## src/rtl/rom_arbiter.sv

```systemverilog
// rom_arbiter: shares one instruction/constant ROM between instruction fetch
// (port F) and the load unit (port L). Both requesters use two-phase toggle
// req/ack handshakes; the ROM side uses a toggle trigger plus a ready level.
// Optional feature: define ROM_ARB_CACHE_EN to add a one-entry last-read cache.
module rom_arbiter #(
  parameter int WAIT_CYCLES = 2,  // clocks after a trigger toggle before sampling romReady (>= 1)
  parameter int SYNC_STAGES = 2   // synchronizer flops per incoming req line (>= 1)
) (
  input  logic        clk,
  input  logic        rst,
  input  logic        fetchReq,
  input  logic [31:0] fetchAddr,
  output logic        fetchAck,
  output logic [31:0] fetchData,
  input  logic        ldReq,
  input  logic [31:0] ldAddr,
  output logic        ldAck,
  output logic [31:0] ldData,
  output logic [31:0] romAddr,
  output logic        romTrigger,
  input  logic [31:0] romData,
  input  logic        romReady,
  output logic        busy
);

  localparam int CW = (WAIT_CYCLES > 1) ? $clog2(WAIT_CYCLES) : 1;
  localparam logic [CW-1:0] CNT_LOAD = CW'(WAIT_CYCLES - 1);

  typedef enum logic [1:0] {IDLE, ISSUE, WAIT, CHECK} state_t;
  typedef enum logic {PORT_F, PORT_L} port_t;

  state_t                 state, next_state;
  port_t                  winner, last_grant, grant_port;
  logic [SYNC_STAGES-1:0] sync_fetch, sync_ld;
  logic                   pend_f, pend_l, any_pend;
  logic [31:0]            grant_addr;
  logic [CW-1:0]          cnt;
  logic                   issue_rom;
  logic                   deliver;
  logic [31:0]            deliver_data;

`ifdef ROM_ARB_CACHE_EN
  logic        cache_valid;
  logic [31:0] cache_tag;
  logic [31:0] cache_data;
  logic        hit_q;
`endif

  // A port is pending while its synchronized request differs from its ack.
  assign pend_f   = sync_fetch[SYNC_STAGES-1] != fetchAck;
  assign pend_l   = sync_ld[SYNC_STAGES-1] != ldAck;
  assign any_pend = pend_f | pend_l;
  assign busy     = (state != IDLE);

  // Round-robin choice: F wins unless both pend and F was granted last.
  always_comb begin
    // NOTE: every always_comb output gets a default first so no latch is inferred.
    grant_port = PORT_L;
    if (pend_f && !(pend_l && last_grant == PORT_F)) grant_port = PORT_F;
    grant_addr = (grant_port == PORT_F) ? fetchAddr : ldAddr;
  end

  // Next-state logic for the access sequencer.
  always_comb begin
    next_state = state;
    unique case (state)
      IDLE:  if (any_pend) next_state = ISSUE;
`ifdef ROM_ARB_CACHE_EN
      ISSUE: next_state = hit_q ? IDLE : WAIT;
`else
      ISSUE: next_state = WAIT;
`endif
      WAIT:  if (cnt == '0) next_state = CHECK;
      CHECK: if (romReady) next_state = IDLE;
      default: next_state = IDLE;
    endcase
  end

  // Decide when a result is handed back and where the word comes from.
  always_comb begin
`ifdef ROM_ARB_CACHE_EN
    issue_rom    = (state == ISSUE) && !hit_q;
    deliver      = ((state == CHECK) && romReady) || ((state == ISSUE) && hit_q);
    deliver_data = (state == ISSUE) ? cache_data : romData;
`else
    issue_rom    = (state == ISSUE);
    deliver      = (state == CHECK) && romReady;
    deliver_data = romData;
`endif
  end

  // State register.
  always_ff @(posedge clk or posedge rst) begin
    // NOTE: all clocked state uses non-blocking assignments to avoid ordering races.
    if (rst) state <= IDLE;
    else     state <= next_state;
  end

  // Request-line synchronizers; the last flop feeds the pending compare.
  always_ff @(posedge clk or posedge rst) begin
    if (rst) begin
      sync_fetch <= '0;
      sync_ld    <= '0;
    end else begin
      sync_fetch[0] <= fetchReq;
      sync_ld[0]    <= ldReq;
      for (int i = 1; i < SYNC_STAGES; i++) begin
        sync_fetch[i] <= sync_fetch[i-1];
        sync_ld[i]    <= sync_ld[i-1];
      end
    end
  end

  // Grant latch, ROM trigger, wait counter and result/ack delivery.
  always_ff @(posedge clk or posedge rst) begin
    if (rst) begin
      romAddr    <= '0;
      romTrigger <= 1'b0;
      winner     <= PORT_F;
      last_grant <= PORT_L;
      cnt        <= '0;
      fetchAck   <= 1'b0;
      fetchData  <= '0;
      ldAck      <= 1'b0;
      ldData     <= '0;
    end else begin
      if (state == IDLE && any_pend) begin
        romAddr    <= grant_addr;
        winner     <= grant_port;
        last_grant <= grant_port;
      end
      if (issue_rom) begin
        romTrigger <= ~romTrigger;
        cnt        <= CNT_LOAD;
      end
      if (state == WAIT && cnt != '0) cnt <= cnt - CW'(1);
      if (deliver) begin
        if (winner == PORT_F) begin
          fetchData <= deliver_data;
          fetchAck  <= ~fetchAck;
        end else begin
          ldData <= deliver_data;
          ldAck  <= ~ldAck;
        end
      end
    end
  end

`ifdef ROM_ARB_CACHE_EN
  // Last-read cache: hit decided at grant, filled by every ROM capture.
  always_ff @(posedge clk or posedge rst) begin
    // NOTE: the single cache entry is cleared by reset; the ROM contents never change, so nothing else invalidates it.
    if (rst) begin
      cache_valid <= 1'b0;
      cache_tag   <= '0;
      cache_data  <= '0;
      hit_q       <= 1'b0;
    end else begin
      if (state == IDLE && any_pend) hit_q <= cache_valid && (grant_addr == cache_tag);
      if (state == CHECK && romReady) begin
        cache_valid <= 1'b1;
        cache_tag   <= romAddr;
        cache_data  <= romData;
      end
    end
  end
`endif

endmodule

```

## config.mk

```make
export PLATFORM = sky130hd
export DESIGN_NAME = rom_arbiter
export DESIGN_NICKNAME = d
export VERILOG_FILES = /design/src/rtl/rom_arbiter.sv
export SDC_FILE = /design/constraint.sdc
export NUM_CORES = 1
export LEC_CHECK = 0
export BUFFER_PORTS_ARGS = -buffer_cell sky130_fd_sc_hd__buf_2
export CAP_MARGIN = 20
export CORE_MARGIN = 10
export CORE_UTILIZATION = 47
export DETAILED_ROUTE_END_ITERATION = 8
export PLACE_DENSITY = 0.91
export SLEW_MARGIN = 0
export SYNTH_ARGS = -nofsm -noshare
export SYNTH_HDL_FRONTEND = slang
export SYNTH_SLANG_ARGS = --single-unit
```

## constraint.sdc

```tcl
create_clock -name clk -period 4.44 [get_ports clk]
set_input_delay 0.888 -clock clk [delete_from_list [all_inputs] [get_ports clk]]
set_output_delay 0.888 -clock clk [all_outputs]
set_load 0.02 [all_outputs]
```

**Word-level counts from Yosys, hierarchy flattened**

Index checks and enable logic that the tools add are counted.

- Register bits: 108
- Input port bits: 101
- Word-level logic and storage cells: 47

- Bitwise logic cells: 6
- Reductions and logical operators: 12
- Add/subtract/negate cells: 1
- Eq/ne operators: 8
- Multiplexer cells: 8

Operators with widths:

| operator | number |
|---|---|
| $mux W32 | 1 |
| $pmux W2 S4 | 1 |
| $mux W2 | 3 |
| $ne A2 B2 Y1 const B | 3 |
| $logic_and A1 B1 Y1 | 5 |
| $not A1 Y1 | 5 |
| $eq A2 B2 Y1 const B | 2 |
| $reduce_and A2 Y1 | 2 |
| $reduce_bool A2 Y1 | 2 |
| $mux W1 | 3 |
| $reduce_and A3 Y1 | 1 |
| $eq A2 B1 Y1 const B | 1 |
| $logic_not A2 Y1 | 1 |
| $ne A1 B1 Y1 | 2 |
| $logic_not A1 Y1 | 1 |
| $or A1 B1 Y1 | 1 |
| $sub A1 B1 Y1 const B | 1 |

**Logic depth before layout (Yosys ltp)**

Gate-level depths: netlist of the first run.

- Word-level depth: 5
- Depth in mapped cells: 7

**Worst setup path before layout of the first run**

No wires, ideal clock.

- Path kind: in2reg
- Start: input romReady
- End: register fetchData[0]
- Path buffers: 1
- Cell stages on the path: 3
- Slack: 2687 ps
- Arrival: 1628 ps
- Setup time: 125 ps
- Cells stage by stage: nand3b_1 -> buf_2 -> mux2_2

- Word-level cells in the longest chain between the ends: 2

Ends and longest elaborated chain:

| item | RTL line | RTL |
|---|---|---|
| from (decl) | 22 | `input logic romReady,` |
| $logic_and A1 B1 Y1 | 87 | `deliver = (state == CHECK) && romReady;` |
| $reduce_and A2 Y1 (no line) | -- |  |
| to (signal assigned) | 139 | `fetchData <= deliver_data;` |
| to (decl) | 14 | `output logic [31:0] fetchData,` |

Every way passes these cells.
A chain may end at the register's enable or synchronous reset.

**Final worst setup path of the first run**

- Start: register state[0]
- End: output busy

- Word-level cells in the longest chain between the ends: 1

Ends and longest elaborated chain:

| item | RTL line | RTL |
|---|---|---|
| from (decl) | 32 | `state_t state, next_state;` |
| from (signal assigned) | 96 | `else state <= next_state;` |
| $reduce_bool A2 Y1 | 53 | `assign busy = (state != IDLE);` |
| to (decl) | 23 | `output logic busy` |

Every way passes these cells.

==> results.py, run 1 <==
metrics = {
    "run_status": {
        "outcome": "completed",
    },
    "cells_and_area": {
        "area_growth_syn_to_layout_pct": 30.2,
        "mostFrequentLayoutCells": "200 x buf_2, 107 x dfrtp_1, 64 x nand2_1, 64 x mux2_2, 35 x nor2_1",
        "fin_area_sq_um": 5660,
        "drive_gt1_share_pct": 52.9,
        "layout.nets": 652,
        "antenna_cells": 0,
        "layout_commonest_cell": "buf_2",
    },
    "floorplan": {
        "core_sq_um": 9110,
        "rows": 35,
        "io_pins": 201,
        "fp.dieW_um": 116,
        "dieArea_sq_um": 13500,
        "initial_core_util_pct": 47.7,
        "die_height_um": 116,
    },
    "setup_path": {
        "reg2reg_slack_ns": 2.46,
        "cp-start-kind": "flop",
        "timing.critical_path.buf_inv": 3,
        "reg2reg_to": "ldData[19]",
        "reg2reg_from": "state[0]",
        "path_common_cell": "inv_1",
        "cpLargestDelayFamily": "buffers and inverters",
        "required_ns": 3.55,
        "cp.depth": 4,
        "worstSetupPathType": "reg2out",
        "path_cells": "inv_1, ha_1, inv_1, buf_2",
        "path_max_fanout": 4,
        "end_kind": "output pin",
        "reg2reg_depth": 3,
        "crit_arrival_ns": 1.43,
        "crit_slowest_cell": "dfrtp_1",
        "slowest_delay_ns": 0.42,
    },
    "clock_tree": {
        "clk_latency_ns": 0.36,
        "hold_buffers": 0,
        "cts.sinks": 108,
        "cts_buffers": 9,
        "cts_buffer_depth": 2,
        "cts_resized": 0,
        "cts_root_buffer": "clkbuf_8",
        "htreeDepth": 3,
        "clkTransAtPathRegs_ns": 0.11,
        "cts_tree": "yes",
        "cts_setup_buffers": 0,
    },
    "timing": {
        "fin_crit_sh_pct": 52.3,
        "rsz0062_at_grt": "no",
        "final.setup_skew_ns": 0.0177,
        "finalSetupViolations": 0,
        "fmax_mhz": 431,
        "slew_headroom_pct": 43.7,
        "slew_viol_final": 0,
        "hold_violations": 0,
        "worstMarginPinSlew_ns": 0.843,
        "tns_ns": 0,
        "period_needed_ns": 2.32,
    },
    "synthesis": {
        "synth_cell_types": 24,
        "yosysSeqAreaShare_pct": 62.2,
        "syn_avg_cell_area_sq_um": 12.4,
        "yosysWarningCount": 0,
        "syn_inst": 350,
        "syn_area_sq_um": 4340,
        "ys_seq_elements": 108,
        "synth_fp_nets": 455,
    },
    "global_route": {
        "met1_usage_pct": 17.8,
        "top_usage_layer": "met2",
        "overflow": 0,
        "grt_antenna_before_repair": 1,
        "grt_pass1_vias": 3585,
        "use_met2_pct": 29.6,
        "grt_pass1_wl_um": 17700,
        "grtUsageMet3_pct": 5.80,
        "grt_max_degree": 66,
        "grt_usage_pct": 16.5,
    },
    "routing": {
        "drtIter0Drc": 119,
        "drc": 0,
        "ant_nets": 0,
        "wl_per_cell_um": 17.0,
        "wl_um": 11300,
        "vias": 3351,
        "drtPass1Iterations": 4,
        "viasPerCell": 5.05,
    },
    "place": {
        "port_buffers": 200,
        "placed_area_sq_um": 5420,
        "hpwlAfterDp_um": 8900,
        "globalplace.congestion": 0.771,
    },
    "power": {
        "power_density_nw_per_um2": 822,
        "p_leak_nw": 2.84,
        "ir_drop_mv": 0.546,
    },
    "worst_hold_path": {
        "holdPathEnd": "sync_fetch[1]",
        "min_path_type": "reg2reg",
        "hold_depth": 0,
        "hp-start": "sync_fetch[0]",
    },
    "job": {
        "drv_cap": 0,
    },
}
[cells in the mapped netlist]
cell type,instances,share of area (%)
a21oi_1,3,0.35
xor2_1,2,0.40
o32a_1,1,0.23
mux2_2,64,17
buf_2,13,1.5
o21a_1,1,0.17
dfrtp_1,107,62
o21ai_2,1,0.20
dfstp_2,1,0.60
nand3_1,1,0.12
ha_1,4,1.2
nor2_1,35,3.0
inv_1,4,0.35
nand3b_1,1,0.17
xnor2_2,1,0.37
buf_4,4,0.69
buf_6,3,0.78
a21oi_2,1,0.20
nor2b_1,1,0.14
a21o_1,1,0.17
a31oi_1,33,4.8
xnor2_1,3,0.60
nand2_1,64,5.5
mux2_1,1,0.26
[layer usage]
metal,part of all wire (%),routed length (um)
met1,38,4250
met2,52,5800
met3,8.9,1000
met4,1.7,187
met5,0.12,13
[worst max-delay path by stage]
stage / start / to / slack, ns
after global routing: state[0] / busy / 2.02
after floorplan: rst / cnt / 0.71
final: state[0] / busy / 2.12
after CTS: state[0] / busy / 2.11
after global placement: romReady / ldData[22] / 2.14
after detailed placement: romReady / ldData[12] / 2.07
[final cells by class]
class | instances | area, sq um
clock buffer | 9 | 124
inverter | 4 | 17.5
timing repair buffer | 206 | 1060
clock inverter | 7 | 103
tap | 111 | 139
sequential | 108 | 2700
multi-input combinational | 218 | 1510
fill | 719 | 3450
[report_power, final]
| part | total (mW) | internal (mW) | leakage, nW | switching [mW] |
|---|---|---|---|---|
| logic | 2.28 | 0.878 | 1.46 | 1.41 |
| clock network | 0.646 | 0.283 | 0.114 | 0.363 |
| registers | 1.72 | 1.47 | 1.26 | 0.249 |
| total | 4.65 | 2.63 | 2.84 | 2.02 |
[sequential cells by signal, summed over array words and instances (netlist names), 2 cells and up]
signal / flops
fetchData: 32
ldData: 32
romAddr: 32
state: 2
sync_fetch: 2
sync_ld: 2
[kinds of logic after synthesis]
kind of cell               count (synthesis)  synth area share (%)
adders and majority gates                  4                  1.15
DFF                                      108                  62.2
muxes                                     65                  16.8
AOI/OAI and AO/OA                         41                  6.08
xor gates and xnor gates                   6                  1.38
and+or+nand+nor                          102                  8.99
buffers and inverters                     24                  3.31
[metrics by stage]
step / power (mW) / util [%] / setup slack [ns] / hold WS, ns / instances
CTS: 4.69 / 61.9 / 2.11 / 0.366 / 662
finish: 4.65 / 62.1 / 2.12 / 0.365 / 663
global route: 4.97 / 62.1 / 2.02 / 0.372 / 663
global placement: 3.91 / 59.3 / 2.14 / 0.335 / 645
detailed placement: 4.05 / 59.5 / 2.07 / 0.338 / 646
floorplan: 3.28 / - / 0.708 / 0.331 / 350
(Power assumes the default switching activity.)
==> inputs of run 2 (changes only) <==
- CORE_UTILIZATION: 47 -> 42
- PLACE_DENSITY: 0.91 -> 0.87
- clock period: 4.44 -> 1.91 ns (I/O delays scaled with it)
==> results.py, run 2 (same netlist as run 1, synthesis figures left out) <==
metrics = {
    "run_status": {
        "outcome": "completed",
    },
    "timing": {
        "fmax_mhz": 566,
        "tns_ns": 0,
        "period_needed_ns": 1.77,
        "rsz0062_at_grt": "no",
        "worstMarginPinSlew_ns": 0.639,
        "slew_viol_final": 0,
        "worst_slack_ns": 0.143,
        "final.setup_skew_ns": 0.00699,
        "hold_slack_ns": 0.106,
        "hold_violations": 0,
        "fin_crit_sh_pct": 92.5,
        "finalSetupViolations": 0,
        "slew_headroom_pct": 57.3,
    },
    "setup_path": {
        "crit_slowest_cell": "dfrtp_1",
        "cp-start-kind": "flop",
        "path_cells": "inv_1, ha_1, inv_1, buf_2",
        "end_kind": "output pin",
        "path_max_fanout": 4,
        "slowest_delay_ns": 0.41,
        "required_ns": 1.53,
        "worstSetupPathType": "reg2out",
        "reg2reg_depth": 5,
        "crit_arrival_ns": 1.38,
        "path_common_cell": "inv_1",
    },
    "routing": {
        "wl_um": 11300,
        "ant_nets": 0,
        "drtPass1Iterations": 4,
        "vias": 3353,
        "drc": 0,
        "wl_per_cell_um": 16.4,
        "viasPerCell": 4.85,
        "drtIter0Drc": 115,
    },
    "cells_and_area": {
        "area_growth_syn_to_layout_pct": 32.2,
        "reg_top3": "fetchData x32, ldData x32, romAddr x32",
        "fin_area_sq_um": 5740,
        "layout_commonest_cell": "buf_2",
        "layout.nets": 656,
        "antenna_cells": 0,
        "fin_util_pct": 56.4,
        "drive_gt1_share_pct": 53.0,
        "finalNonFillerCells": 691,
        "mostFrequentLayoutCells": "200 x buf_2, 107 x dfrtp_1, 64 x nand2_1, 64 x mux2_2, 35 x nor2_1",
    },
    "floorplan": {
        "io_pins": 201,
        "core_sq_um": 10200,
        "initial_core_util_pct": 42.7,
        "rows": 37,
        "dieArea_sq_um": 14800,
        "fp.dieW_um": 122,
        "die_height_um": 122,
    },
    "power": {
        "power_density_nw_per_um2": 1860,
        "switching_share_pct": 42.5,
        "seqPwrFrac_pct": 37.4,
        "total_power_mw": 10.7,
        "p_int_mw": 6.15,
        "p_leak_nw": 2.86,
        "ir_drop_mv": 0.788,
        "comb_power_share_pct": 49.9,
        "clockPowerShare_pct": 12.7,
        "power_switching_mw": 4.55,
    },
    "clock_tree": {
        "clkTransAtPathRegs_ns": 0.09,
        "clk_latency_ns": 0.35,
        "hold_buffers": 0,
        "cts_buffer_depth": 2,
        "cts_resized": 0,
        "cts_tree": "yes",
        "cts_setup_buffers": 0,
        "cts_root_buffer": "clkbuf_8",
        "htreeDepth": 3,
        "cts.sinks": 108,
        "cts_buffers": 9,
    },
    "place": {
        "place_ws_ns": 0.295,
        "port_buffers": 200,
        "globalplace.congestion": 0.783,
        "dp.cells": 676,
        "hpwlAfterDp_um": 8920,
        "placed_area_sq_um": 5550,
    },
    "global_route": {
        "overflow": 0,
        "grt_pass1_wl_um": 17800,
        "grt_antenna_before_repair": 0,
        "grt_usage_pct": 14.8,
        "grt_max_degree": 69,
        "grt_pass1_vias": 3549,
    },
    "worst_hold_path": {
        "min_path_type": "in2async",
    },
    "job": {
        "drv_cap": 0,
    },
}
-- run 2: changes by cell type in the layout (fill, tap and decap cells not counted), moves of 2 or more --
cell        before  now
buf_12           0    6
inv_8            2    0
clkinv_8         2    0
clkinvlp_4       0    3
inv_6            2    0
buf_8            2    0
-- run 2: path summary, 6_finish.rpt --
check / to / slack, ns / start
worst min-delay path: ldData[20] / 0.11 / rst
min in group clk: sync_ld[0] / 0.13 / ldReq
max in group asynchronous: last_grant / 1.20 / rst
worst max register to register: state[1] / 0.28 / state[0]
worst min register to register: sync_ld[1] / 0.36 / sync_ld[0]
worst max-delay path: busy / 0.14 / state[0]
-- run 2: cell type report --
cell class	count	area (sq um)
Timing Repair Buffer	210	1150
Tap cell	136	170
Sequential cell	108	2700
Inverter	4	18.8
Clock inverter	4	50.0
Clock buffer	11	141
Fill cell	849	4440
Multi-Input combinational cell	218	1510
-- run 2: critical path: cells and delay by family (launching register included) --
family,cells,cell delay [ns]
buffers and inverters,3,0.39
adders and majority gates,1,0.23
DFF,1,0.41
-- run 2: power by group through the flow --
stage	sequential, mW	combinational [mW]	clock, mW
floorplan	5.32	2.30	0
global placement	3.96	5.28	0
detailed placement	4.06	5.46	0
CTS	4.01	5.45	1.42
global route	4.14	5.79	1.51
finish	4.00	5.34	1.36
-- run 2: metal layers --
metal	wire length [um]	vias to the layer above	share of wire, %	global-route usage (%)
met3	999	10	8.8	4.90
met2	5700	130	50	25.6
met5	0	-	0	0
li1	-	1592	-	-
met4	116	0	1.0	5.29
met1	4490	1621	40	16.7
